File: src/rtl/alu_flag_stage.sv
// Execute stage that feeds the flag register and register file.
// Single-cycle ALU ops finish in one edge. Shift and multiply iterate in EXEC.
module alu_flag_stage #(
  parameter int WIDTH = 16,
  parameter int SHW   = 5
) (
  input  logic             clk,
  input  logic             reset,
  input  logic             start,
  input  logic [3:0]       opcode,
  input  logic [WIDTH-1:0] a,
  input  logic [WIDTH-1:0] b,
  output logic             busy,
  output logic             done,
  output logic [WIDTH-1:0] result,
  output logic             result_we,
  output logic             low_out,
  output logic             negative_out,
  output logic             zero_out,
  output logic             flag_we
);

  localparam logic [3:0] OP_ADD = 4'd0;
  localparam logic [3:0] OP_SUB = 4'd1;
  localparam logic [3:0] OP_CMP = 4'd2;
  localparam logic [3:0] OP_AND = 4'd3;
  localparam logic [3:0] OP_OR  = 4'd4;
  localparam logic [3:0] OP_XOR = 4'd5;
  localparam logic [3:0] OP_MOV = 4'd6;
  localparam logic [3:0] OP_LSH = 4'd7;
  localparam logic [3:0] OP_MUL = 4'd8;

  typedef enum logic [1:0] {
    IDLE = 2'd0,
    EXEC = 2'd1,
    DONE = 2'd2
  } state_t;

  state_t state;
  state_t next_state;

  logic [3:0]       op_q;
  logic [WIDTH-1:0] acc_q;
  logic [WIDTH-1:0] opa_q;
  logic [WIDTH-1:0] opb_q;
  logic [SHW-1:0]   count_q;
  logic             dir_right_q;
  logic             rwe_q;
  logic             fwe_q;

  logic [SHW-1:0]   k_raw;
  logic [SHW-1:0]   k_mag;
  logic             k_neg;

  logic [WIDTH-1:0] alu_res;
  logic             alu_low;
  logic             alu_neg;
  logic             alu_zero;
  logic             alu_rwe;
  logic             alu_fwe;

  logic [WIDTH-1:0] mul_sum;
  logic [WIDTH-1:0] shift_val;
  logic [WIDTH-1:0] step_val;
  logic             last_step;

  // The shift amount is a signed field; its magnitude is the EXEC cycle count.
  assign k_raw = b[SHW-1:0];
  assign k_neg = k_raw[SHW-1];
  assign k_mag = k_neg ? -k_raw : k_raw;

  assign mul_sum   = opb_q[0] ? (acc_q + opa_q) : acc_q;
  assign shift_val = dir_right_q ? (opa_q >> 1) : (opa_q << 1);
  assign step_val  = (op_q == OP_MUL) ? mul_sum : shift_val;
  assign last_step = (count_q == SHW'(1));

  assign busy      = (state != IDLE);
  assign done      = (state == DONE);
  assign result_we = done & rwe_q;
  assign flag_we   = done & fwe_q;

  always_comb begin
    alu_res  = result;
    alu_rwe  = 1'b1;
    alu_fwe  = 1'b1;
    alu_low  = 1'b0;
    alu_neg  = 1'b0;
    alu_zero = 1'b0;
    case (opcode)
      OP_ADD:  alu_res = a + b;
      OP_SUB:  alu_res = a - b;
      OP_CMP:  alu_rwe = 1'b0;
      OP_AND:  alu_res = a & b;
      OP_OR:   alu_res = a | b;
      OP_XOR:  alu_res = a ^ b;
      OP_MOV: begin
        alu_res = b;
        alu_fwe = 1'b0;
      end
      OP_LSH:  alu_res = a;
      OP_MUL:  alu_res = result;
      default: begin
        alu_rwe = 1'b0;
        alu_fwe = 1'b0;
      end
    endcase
    // Subtract and compare report the relation of the operands, not the result.
    if (opcode == OP_SUB || opcode == OP_CMP) begin
      alu_low  = (a < b);
      alu_neg  = ($signed(a) < $signed(b));
      alu_zero = (a == b);
    end else begin
      alu_low  = 1'b0;
      alu_neg  = alu_res[WIDTH-1];
      alu_zero = (alu_res == '0);
    end
  end

  always_ff @(posedge clk or posedge reset) begin
    if (reset) begin
      state <= IDLE;
    end else begin
      state <= next_state;
    end
  end

  always_comb begin
    next_state = state;
    case (state)
      IDLE: begin
        if (start) begin
          if (opcode == OP_MUL || (opcode == OP_LSH && k_mag != '0)) begin
            next_state = EXEC;
          end else begin
            next_state = DONE;
          end
        end
      end
      EXEC: begin
        if (last_step) begin
          next_state = DONE;
        end
      end
      DONE:    next_state = IDLE;
      default: next_state = IDLE;
    endcase
  end

  always_ff @(posedge clk or posedge reset) begin
    if (reset) begin
      op_q         <= '0;
      acc_q        <= '0;
      opa_q        <= '0;
      opb_q        <= '0;
      count_q      <= '0;
      dir_right_q  <= 1'b0;
      rwe_q        <= 1'b0;
      fwe_q        <= 1'b0;
      result       <= '0;
      low_out      <= 1'b0;
      negative_out <= 1'b0;
      zero_out     <= 1'b0;
    end else begin
      case (state)
        IDLE: begin
          if (start) begin
            op_q <= opcode;
            if (next_state == EXEC) begin
              acc_q       <= '0;
              opa_q       <= a;
              opb_q       <= b;
              dir_right_q <= k_neg;
              count_q     <= (opcode == OP_MUL) ? SHW'(WIDTH) : k_mag;
              rwe_q       <= 1'b0;
              fwe_q       <= 1'b0;
            end else begin
              rwe_q <= alu_rwe;
              fwe_q <= alu_fwe;
              if (alu_rwe) begin
                result <= alu_res;
              end
              if (alu_fwe) begin
                low_out      <= alu_low;
                negative_out <= alu_neg;
                zero_out     <= alu_zero;
              end
            end
          end
        end
        EXEC: begin
          acc_q   <= mul_sum;
          opa_q   <= (op_q == OP_MUL) ? (opa_q << 1) : shift_val;
          opb_q   <= opb_q >> 1;
          count_q <= count_q - SHW'(1);
          if (last_step) begin
            result       <= step_val;
            low_out      <= 1'b0;
            negative_out <= step_val[WIDTH-1];
            zero_out     <= (step_val == '0);
            rwe_q        <= 1'b1;
            fwe_q        <= 1'b1;
          end
        end
        default: ;
      endcase
    end
  end

endmodule

File: config.mk
export PLATFORM = sky130hd
export DESIGN_NAME = alu_flag_stage
export DESIGN_NICKNAME = d
export VERILOG_FILES = /design/src/rtl/alu_flag_stage.sv
export SDC_FILE = /design/constraint.sdc
export NUM_CORES = 1
export LEC_CHECK = 0
export ABC_AREA = 1
export CORE_ASPECT_RATIO = 0.8
export CORE_UTILIZATION = 55
export CTS_BUF_LIST = sky130_fd_sc_hd__clkbuf_8 sky130_fd_sc_hd__clkbuf_16
export DETAILED_ROUTE_END_ITERATION = 8
export HOLD_SLACK_MARGIN = 0.08
export PLACE_DENSITY_LB_ADDON = 0.25
export SYNTH_ARGS = -nofsm -noshare
export SYNTH_HDL_FRONTEND = slang
export SYNTH_SLANG_ARGS = --single-unit
File: constraint.sdc
create_clock -name clk -period 2.3 [get_ports clk]
set_clock_uncertainty 0.15 [all_clocks]
set_input_delay 0.23 -clock clk [delete_from_list [all_inputs] [get_ports clk]]
set_output_delay 0.23 -clock clk [all_outputs]
set_load 0.05 [all_outputs]
# Word level (Yosys, flattened, before mapping)
# Index checks and enable logic that the tools add are counted.
classes:
  magnitude_cmp: 2
  muxes: 55
  bitwise_logic: 5
  add_sub_neg: 5
  n_reduce_logical: 18
  eq_ne: 20
op_table:
  columns: ["cell", "n"]
  rows:
  - ["$mux W16", 14]
  - ["$pmux W16 S2", 4]
  - ["$pmux W16 S7", 1]
  - ["$add A16 B16 Y16", 2]
  - ["$logic_not A16 Y1", 2]
  - ["$lt A16 B16 Y1", 2]
  - ["$mux W1", 22]
  - ["$mux W5", 4]
  - ["$and A16 B16 Y16", 1]
  - ["$eq A16 B16 Y1", 1]
  - ["$eq A4 B3 Y1 const B", 4]
  - ["$or A16 B16 Y16", 1]
  - ["$reduce_or A8 Y1", 2]
  - ["$sub A16 B16 Y16", 1]
  - ["$xor A16 B16 Y16", 1]
  - ["$ne A2 B2 Y1 const B", 6]
  - ["$pmux W1 S2", 5]
  - ["$pmux W5 S2", 1]
  - ["$reduce_and A5 Y1", 2]
  - ["$reduce_and A3 Y1", 3]
  - ["$eq A4 B2 Y1 const B", 2]
  - ["$eq A4 B4 Y1 const B", 2]
  - ["$mux W2", 3]
  - ["$eq A5 B1 Y1 const B", 1]
  - ["14 further kinds", 18]
word_totals:
  in_bits: 39
  register_bits: 81

# Longest topological paths before layout
depth:
  depth_word: 12
  mapped_depth: 20

# Worst setup path after synthesis
# Ideal clock, no wire load.
synth_timing:
  path_type: "register to register"
  start: "register acc_q[0]"
  end: "register zero_out"
  setup_slack_ns: 0.058
  t_required_ns: 2.088
  arrival_ns: 2.029
  setup_ns: 0.062
  path_stages_with_launch: 16
  path_cell_list: "dfrtp_1 ha_1 fa_1 nor2_1 o22ai_1 a21boi_0 nand2_1 nor2_1 nand2_1 nor2_1 nand4_1 nor2_1 nand4_1 nand3_1 nand2_1 inv_1"
synth_via:
  elab_chain_cells: 6
synth_lines:
  columns: ["item", "line", "text"]
  rows:
  - ["start, declared", "43", "logic [WIDTH-1:0] acc_q;"]
  - ["start signal, assigned", "191", "acc_q <= mul_sum;"]
  - ["$add A16 B16 Y16", "72", "assign mul_sum = opb_q[0] ? (acc_q + opa_q) : acc_q;"]
  - ["$mux W16 (*)", "72", null]
  - ["$mux W16 (*)", "74", "assign step_val = (op_q == OP_MUL) ? mul_sum : shift_val;"]
  - ["$logic_not A16 Y1 (*)", "199", "zero_out <= (step_val == '0);"]
  - ["$mux W1 (*)", "195", "if (last_step) begin"]
  - ["$pmux W1 S2 (*)", "164", "case (state)"]
  - ["end signal, assigned", "185", "zero_out <= alu_zero;"]
  - ["end signal, assigned", "199", null]
  - ["end, declared", "19", "output logic zero_out,"]
# Mark *: on every way between the ends. The rest lies on a longest branch, timed or not. The select of a mux whose other input is x is not followed.
# A chain may end at the register's enable or synchronous reset.

# Final worst setup path
layout_timing:
  start: "register opa_q[0]"
  end: "register zero_out"
layout_via:
  elab_chain_cells: 6
  elab_cells_between_ends: 7
  classes_between: "1 x add/sub; 5 x mux; 1 x reduce/logical"
layout_lines:
  columns: ["item", "line", "text"]
  rows:
  - ["start, declared", "44", "logic [WIDTH-1:0] opa_q;"]
  - ["start signal, assigned", "192", "opa_q <= (op_q == OP_MUL) ? (opa_q << 1) : shift_val;"]
  - ["$add A16 B16 Y16", "72", null]
  - ["$mux W16", "72", null]
  - ["$mux W16 (*)", "74", null]
  - ["$logic_not A16 Y1 (*)", "199", null]
  - ["$mux W1 (*)", "195", null]
  - ["$pmux W1 S2 (*)", "164", null]
# Marks and branches as above.

==> results by group <==
Status
  – Outcome: finished, violations left
  – Failing checks: setup timing

Die
  – Core area: approximately 0.015 mm²
  – Die ar.: between 0.015 and 0.02 mm²
  – Std-Cell Rows: 40
  – I/O Pins: 62
  – Die Span X: approximately 140 µm
  – Starting Density: 0.567
  – Die height: 114 µm

Synth
  – Top-count cell post-synth: nand2_1
  – Leading area contributor after synthesis: dfrtp_1
  – Mapped cell area: roughly 0.0086 mm²
  – Largest cells by area after synthesis: dfrtp_1 (24%), nand2_1 (16%), ha_1 (10%), inv_1 (9.2%), nand3_1 (8.5%)
  – Register area share after synthesis: 0.236
  – YS warnings: 0
  – Mean post-synth cell area: 6.19 µm²
  – Mapped Cells: 1385
  – Fraction of registers with async set/reset: 1.00
  – Synth top cells by count: nand2_1 (372), inv_1 (210), nand3_1 (145), nor2_1 (124), o21ai_0 (88)
  – Post-synth top area share: 0.236
  – Seq cells post-synth: between 80 and 90
  – Syn nets: between 1k and 1.5k
  – Post-synth EDFFs: 0
  – Post-synth cell types: 56
  – Main flop type after synthesis: dfrtp_1

Critical path
  – CP Launch Type: register
  – WP data arrival: between 2 and 3 ns
  – Critical-path top delay cell: dfrtp_1
  – Crit path capture type: register
  – Setup Crit Path Kind: reg -> reg
  – Critical path cell sequence: ha_4 > fa_2 > nand3_2 > nand2_2 > nand2_2 > nand2_2 > nand2_2 > nand2_1 > nand2_1 > nand3_2 > o211ai_1 > nand2_1 > nor2_2 > nand4_1 > nand3_1 > nand2_1 > inv_1
  – Crit path required time: between 2 and 2.5 ns
  – Crit-path max cell delay: approximately 0.42 ns
  – Crit Path Max Fanout: 4

Job
  – Max Cap Viol: 0

Global route
  – Largest net degree at the start of global routing: 50
  – Met1 usage: 0.536
  – Met3 Resource Use GR: 0.0529
  – Initial antenna violation count: 0
  – GRT Residual Overflow: 0
  – Met2 Use GR: 0.651
  – Vias in the first global route: between 9k and 10k
  – GR peak layer: met2
  – Total GRT Usage: 0.395
  – First-pass GRT wire length: around 50000 µm

Clocking
  – Root Buffer: clkbuf_16
  – CTS sink cnt: between 80 and 90
  – CTS Buf Count: 9
  – Cts hold-fix bufs: 0
  – Buffer depth of the longest clock path: 2
  – H-tree depth: 3
  – Clock-pin slew on the worst setup and hold paths: about 0.070 ns
  – CTS tree: yes
  – Clock Latency Late Sink: between 0.3 and 0.4 ns

Routing
  – 1st-iter DRT viols: about 1.3k
  – DR pass1 iterations: 6
  – Via/cell ratio: ~5.7
  – Post-DRT Antenna Nets: 0
  – Vias: 11.1k
  – Total wire length: between 30000 and 40000 µm
  – Wire per inst: ~18 µm
  – # DRC: 0

Place
  – Pre-CTS setup slack: -0.687 ns
  – Hpwl dp: around 24000 µm
  – Gpl congestion: slightly above 1
  – Port bufs: about 60

Min path
  – Worst min path class: in -> async

Timing
  – Slew headroom: 0.449
  – RSZ-0062 raised after global routing: true
  – Post-route setup slack: -0.303 ns
  – Final setup viols: 2
  – Fin crit share: 1.13
  – Final min period: 2.60 ns
  – Achievable Freq: roughly 0.38 GHz
  – Final hold vios: 0
  – Setup_tns: -0.480 ns
  – WHS: 0.160 ns
  – Actual slew at the worst max-slew pin: about 0.82 ns
  – Final Max Slew Viols: 0

Layout
  – Ant diodes: 0
  – FF/Latch Area: between 0.002 and 0.0025 mm²
  – Layout cell share with drive strength beyond 1: 0.318
  – Fill cell count: 939
  – Final nets: about 1.8k
  – Area growth syn-to-layout: 50.9%
  – Multi-input logic area: ~0.0064 mm²

Power and ir drop
  – Pwr dens: about 990 mW/mm²
  – Peak supply drop: between 0.0008 and 0.0009 V
  – Pleak: 6.65 nW
-- report_power, final --
part | switching, mW | internal (mW) | leakage, nW
Sequential | 0.615 | 2.06 | 1.01
Clock | 0.688 | 0.743 | 0.134
Combinational | 5.10 | 3.62 | 5.51
-- metal layers --
layer | vias to the layer above | part of all wire
li1 | 5154 | -
met2 | 685 | 0.45
met1 | 5094 | 0.41
met5 | - | 0
met4 | 0 | 0.044
met3 | 130 | 0.093
-- final timing paths --
check                       endpoint  slack [ns]  cells after the start      from
min in group clk           opb_q[11]        0.16                      4     b[11]
min reg2reg                  op_q[3]        0.36                      2   op_q[3]
max reg2reg                 zero_out       -0.30                     17  opa_q[0]
max in group asynchronous   opb_q[9]        1.22                      3     reset
min                            rwe_q        0.16                      2     reset
max                         zero_out       -0.30                     17  opa_q[0]
-- critical path: cells and delay by family (launching register included) --
family | cells | cell delay [ns]
AND/OR/NAND/NOR | 13 | 1.19
AO/OA/AOI/OAI | 1 | 0.15
adder cells (fa/ha/maj) | 2 | 0.57
flip-flops | 1 | 0.42
buffers and inverters | 1 | 0.05
-- sequential cells by signal, summed over array words and instances, names as in the netlist --
name and flops:
fwe_q 1, negative_out 1, zero_out 1, op_q 4, result 16, opb_q 16
acc_q 16, low_out 1, opa_q 16, state 2, rwe_q 1, count_q 5
dir_right_q 1
-- final cells by class --
type / instances / share of cell area
clock buffer: 9 / 0.0174
timing repair buffer: 364 / 0.243
tap: 210 / 0.0203
multi-input combinational: 1035 / 0.492
timing repair inverter: 1 / 0.000387
inverter: 223 / 0.0667
sequential: 81 / 0.157
clock inverter: 7 / 0.00416
-- cells in the final DEF, fill, tap and decap left out, drive strengths merged, types with 6 or more instances in the layout --
cell type	n
a211oi	13
a21oi	71
buf	300
clkbuf	16
clkdlybuf4s50	23
dfrtp	81
dlygate4sd2	10
dlymetal6s2s	24
ha	69
inv	223
nand2	380
nand3	146
nand4	17
nor2	133
nor3	14
o211ai	19
o21ai	114
o22ai	14
xor2	6
-- kinds of logic after synthesis --
group / synth area share
buf+inv: 0.127
simple gates: 0.349
flops: 0.236
fa+ha+maj: 0.108
xor+xnor: 0.00701
compound gates: 0.172
-- what timing repair did --
item,4_1_cts,5_1_grt
gates cloned,1,4
pin swaps,46,59
buffers inserted,18,18
gates resized for setup,143,142
endpoints found under the hold margin,0,0
endpoints found under the setup margin,76,71
-- through the flow --
stage               utilization  instances  area [µm²]  power (mW)
CTS                       0.808       1910       12200        11.5
detailed placement        0.748       1875       11300        9.73
floorplan                     -       1385        8570        6.88
finish                    0.856       1930       12900        12.8
global placement          0.748       1875       11300        9.49
global route              0.856       1930       12900        13.6
(Power assumes the default switching activity.)
==> variant: new RTL, config.mk and constraints unchanged <==
Encoding of `state_t`: now one-hot (3 bits for 3 states).
--- a/src/rtl/alu_flag_stage.sv
+++ b/src/rtl/alu_flag_stage.sv
@@ -30,10 +30,10 @@
   localparam logic [3:0] OP_LSH = 4'd7;
   localparam logic [3:0] OP_MUL = 4'd8;
 
-  typedef enum logic [1:0] {
-    IDLE = 2'd0,
-    EXEC = 2'd1,
-    DONE = 2'd2
+  typedef enum logic [2:0] {
+    IDLE = 3'b001,
+    EXEC = 3'b010,
+    DONE = 3'b100
   } state_t;
 
   state_t state;
Function: same outputs for any inputs over 4 cycles, from zero or initial values and one cycle with reset high; so few cycles prove little.
==> variant against the original RTL <==
  * The flow finishes with violations (design-rule violations, negative setup slack)
  * Setup slack lost 0.19 ns
  * Non-clock buffer count shrank 7
  * Critical path depth shrank 1
  * Sequential cell count grew 1
  * Area after synthesis shrank 0.18%
  * Wire length grew 16%
  * Final area grew 0.95%
  * Total power shrank 1.5%
==> variant: results (changes against the original RTL) <==
VIA_COUNT=12000  # +8.2%
NUMBER_OF_GLOBAL_ROUTE_VIAS_BEFORE_REPAIR=10600  # +7.5%
FIRST_PASS_ITERS=9  # +3
FIN_WS_NS=-0.490  # -0.187 ns
GROUTE.LAYER.MET3.USAGE_PCT=8.23  # +2.9 points
FAILED_CHECKS='design-rule violations, negative setup slack'
ANTENNA_FOUND_INITIAL=1  # +1
ROUTE.DETAILED.DRC=5  # +5
POST_SYNTH_INST_COUNT=1384  # -0.072%
GRT_MAX_DEGREE=85  # +70%
YOSYSUNIQUECELLTYPES=45  # -20%
POST_SYNTH_MAIN_AREA_CONTRIBUTORS='sky130_fd_sc_hd__dfrtp_1, sky130_fd_sc_hd__nand2_1, sky130_fd_sc_hd__ha_1, sky130_fd_sc_hd__inv_1, sky130_fd_sc_hd__nand3_1'
DETAILEDROUTE.FIRSTITERATIONVIOLATIONS=1835  # +43%
SYN_NETS=1495  # -0.067%
SYNTH_TOP_CELLS_BY_COUNT='sky130_fd_sc_hd__nand2_1, sky130_fd_sc_hd__inv_1, sky130_fd_sc_hd__nand3_1, sky130_fd_sc_hd__o21ai_0, sky130_fd_sc_hd__nor2_1'
LAYOUT-DRIVE-GT1-SHARE_PCT=33.6  # +1.8 points
YOSYSSEQAREASHARE_PCT=24.0  # +0.35 points
ROUTABILITYCONGESTION=1.04  # +3.4%
CRITICAL_PATH.MAX_FANOUT=3  # -1
FINISH.CELL_COUNT_WITHOUT_FILLERS=1915  # -0.78%
WL_MET3_MICRONS=5290  # +65%
CRIT_SLOWEST_CELL='sky130_fd_sc_hd__fa_2'
STATUS='finished with violations'
MET1_LENGTH_MICRONS=14200  # -0.41%
WORST_HOLD_PATH_TYPE='in -> reg'
WIRE_LENGTH_OF_THE_FIRST_GLOBAL_ROUTING_PASS_MICRONS=54000  # +9.1%
REPORT.FINAL.SETUP_VIOL=17  # +15
DELAY_CONTRIBUTED_BY_THE_SLOWEST_STAGE_OF_THE_CRITICAL_PATH_NS=0.45  # +0.03 ns
FINALNETCOUNT=1811  # -0.82%
WORST_EP_ARRIVAL_TIME_NS=2.93  # +0.19 ns
CELLLEAKAGEPOWER_nW=6.66  # about the same
R2R_CELLS=16  # -1
ROUTE.MET2.WL_MICRONS=17100  # +9.7%
GLOBAL_ROUTE.USAGE.TOTAL_PCT=43.2  # +3.8 points
FINALWIRELENGTH_MICRONS=40000  # +16%
DP_HPWL_MICRONS=25500  # +5.8%
MAXIMUM_VDD_DROP_mV=1.04  # +29%
GRTUSAGEMET2_PCT=69.9  # +4.8 points
LAYOUT.FILLER_CELLS=800  # -15%
CTS_POST_SETUP_BUFFERS_INSERTED=10  # -8
WORST_SLEW_MARGIN_REL_PCT=63.6  # +19 points
POST_CTS_RESIZE_COUNT=151  # +5.6%
[variant: worst min-delay path by stage]
stage | to | depth (start not counted) | slack, ns | start
floorplan | op_q[3] | 2 | 0.20 | opcode[3]
global placement | op_q[0] | 2 | 0.32 | op_q[0]
detailed placement | op_q[0] | 2 | 0.32 | op_q[0]
CTS | opb_q[1] | 4 | 0.14 | b[1]
global route | opb_q[1] | 4 | 0.19 | b[1]
finish | opb_q[1] | 4 | 0.16 | b[1]
[variant: kinds of logic (layout without fill, tap and decap cells)]
group / Yosys count / count (layout) / share of synthesized area (%)
buffers and inverters: 276 / 597 / 12.5
and+or+nand+nor: 687 / 687 / 34.1
xor gates and xnor gates: 7 / 7 / 0.717
AOI/OAI and AO/OA: 260 / 260 / 17.9
adders and majority gates: 72 / 72 / 10.8
DFF: 82 / 82 / 24.0
[variant: cell type report]
type                            instances  share of cell area (%)
Inverter                              224                    6.54
Timing Repair Buffer                  357                    23.3
Sequential cell                        82                    15.7
Clock inverter                          7                   0.402
Clock buffer                            9                    1.72
Tap cell                              210                    2.01
Multi-Input combinational cell       1026                    50.2
[variant: power by group]
group	internal (mW)	leakage (nW)	switching [mW]
Combinational	3.39	5.50	5.12
Sequential	2.06	1.03	0.609
Clock	0.740	0.130	0.724
[variant: stage by stage]
stage	worst slack [ns]	area [sq um]	TNS [ns]	total power, mW
floorplan	0.000653	8560	0	6.06
global placement	-0.736	11300	-37.68	8.58
detailed placement	-0.744	11300	-40.00	8.79
CTS	-0.359	12200	-0.911	10.8
global route	-0.593	13100	-5.09	13.2
finish	-0.490	13100	-2.64	12.6
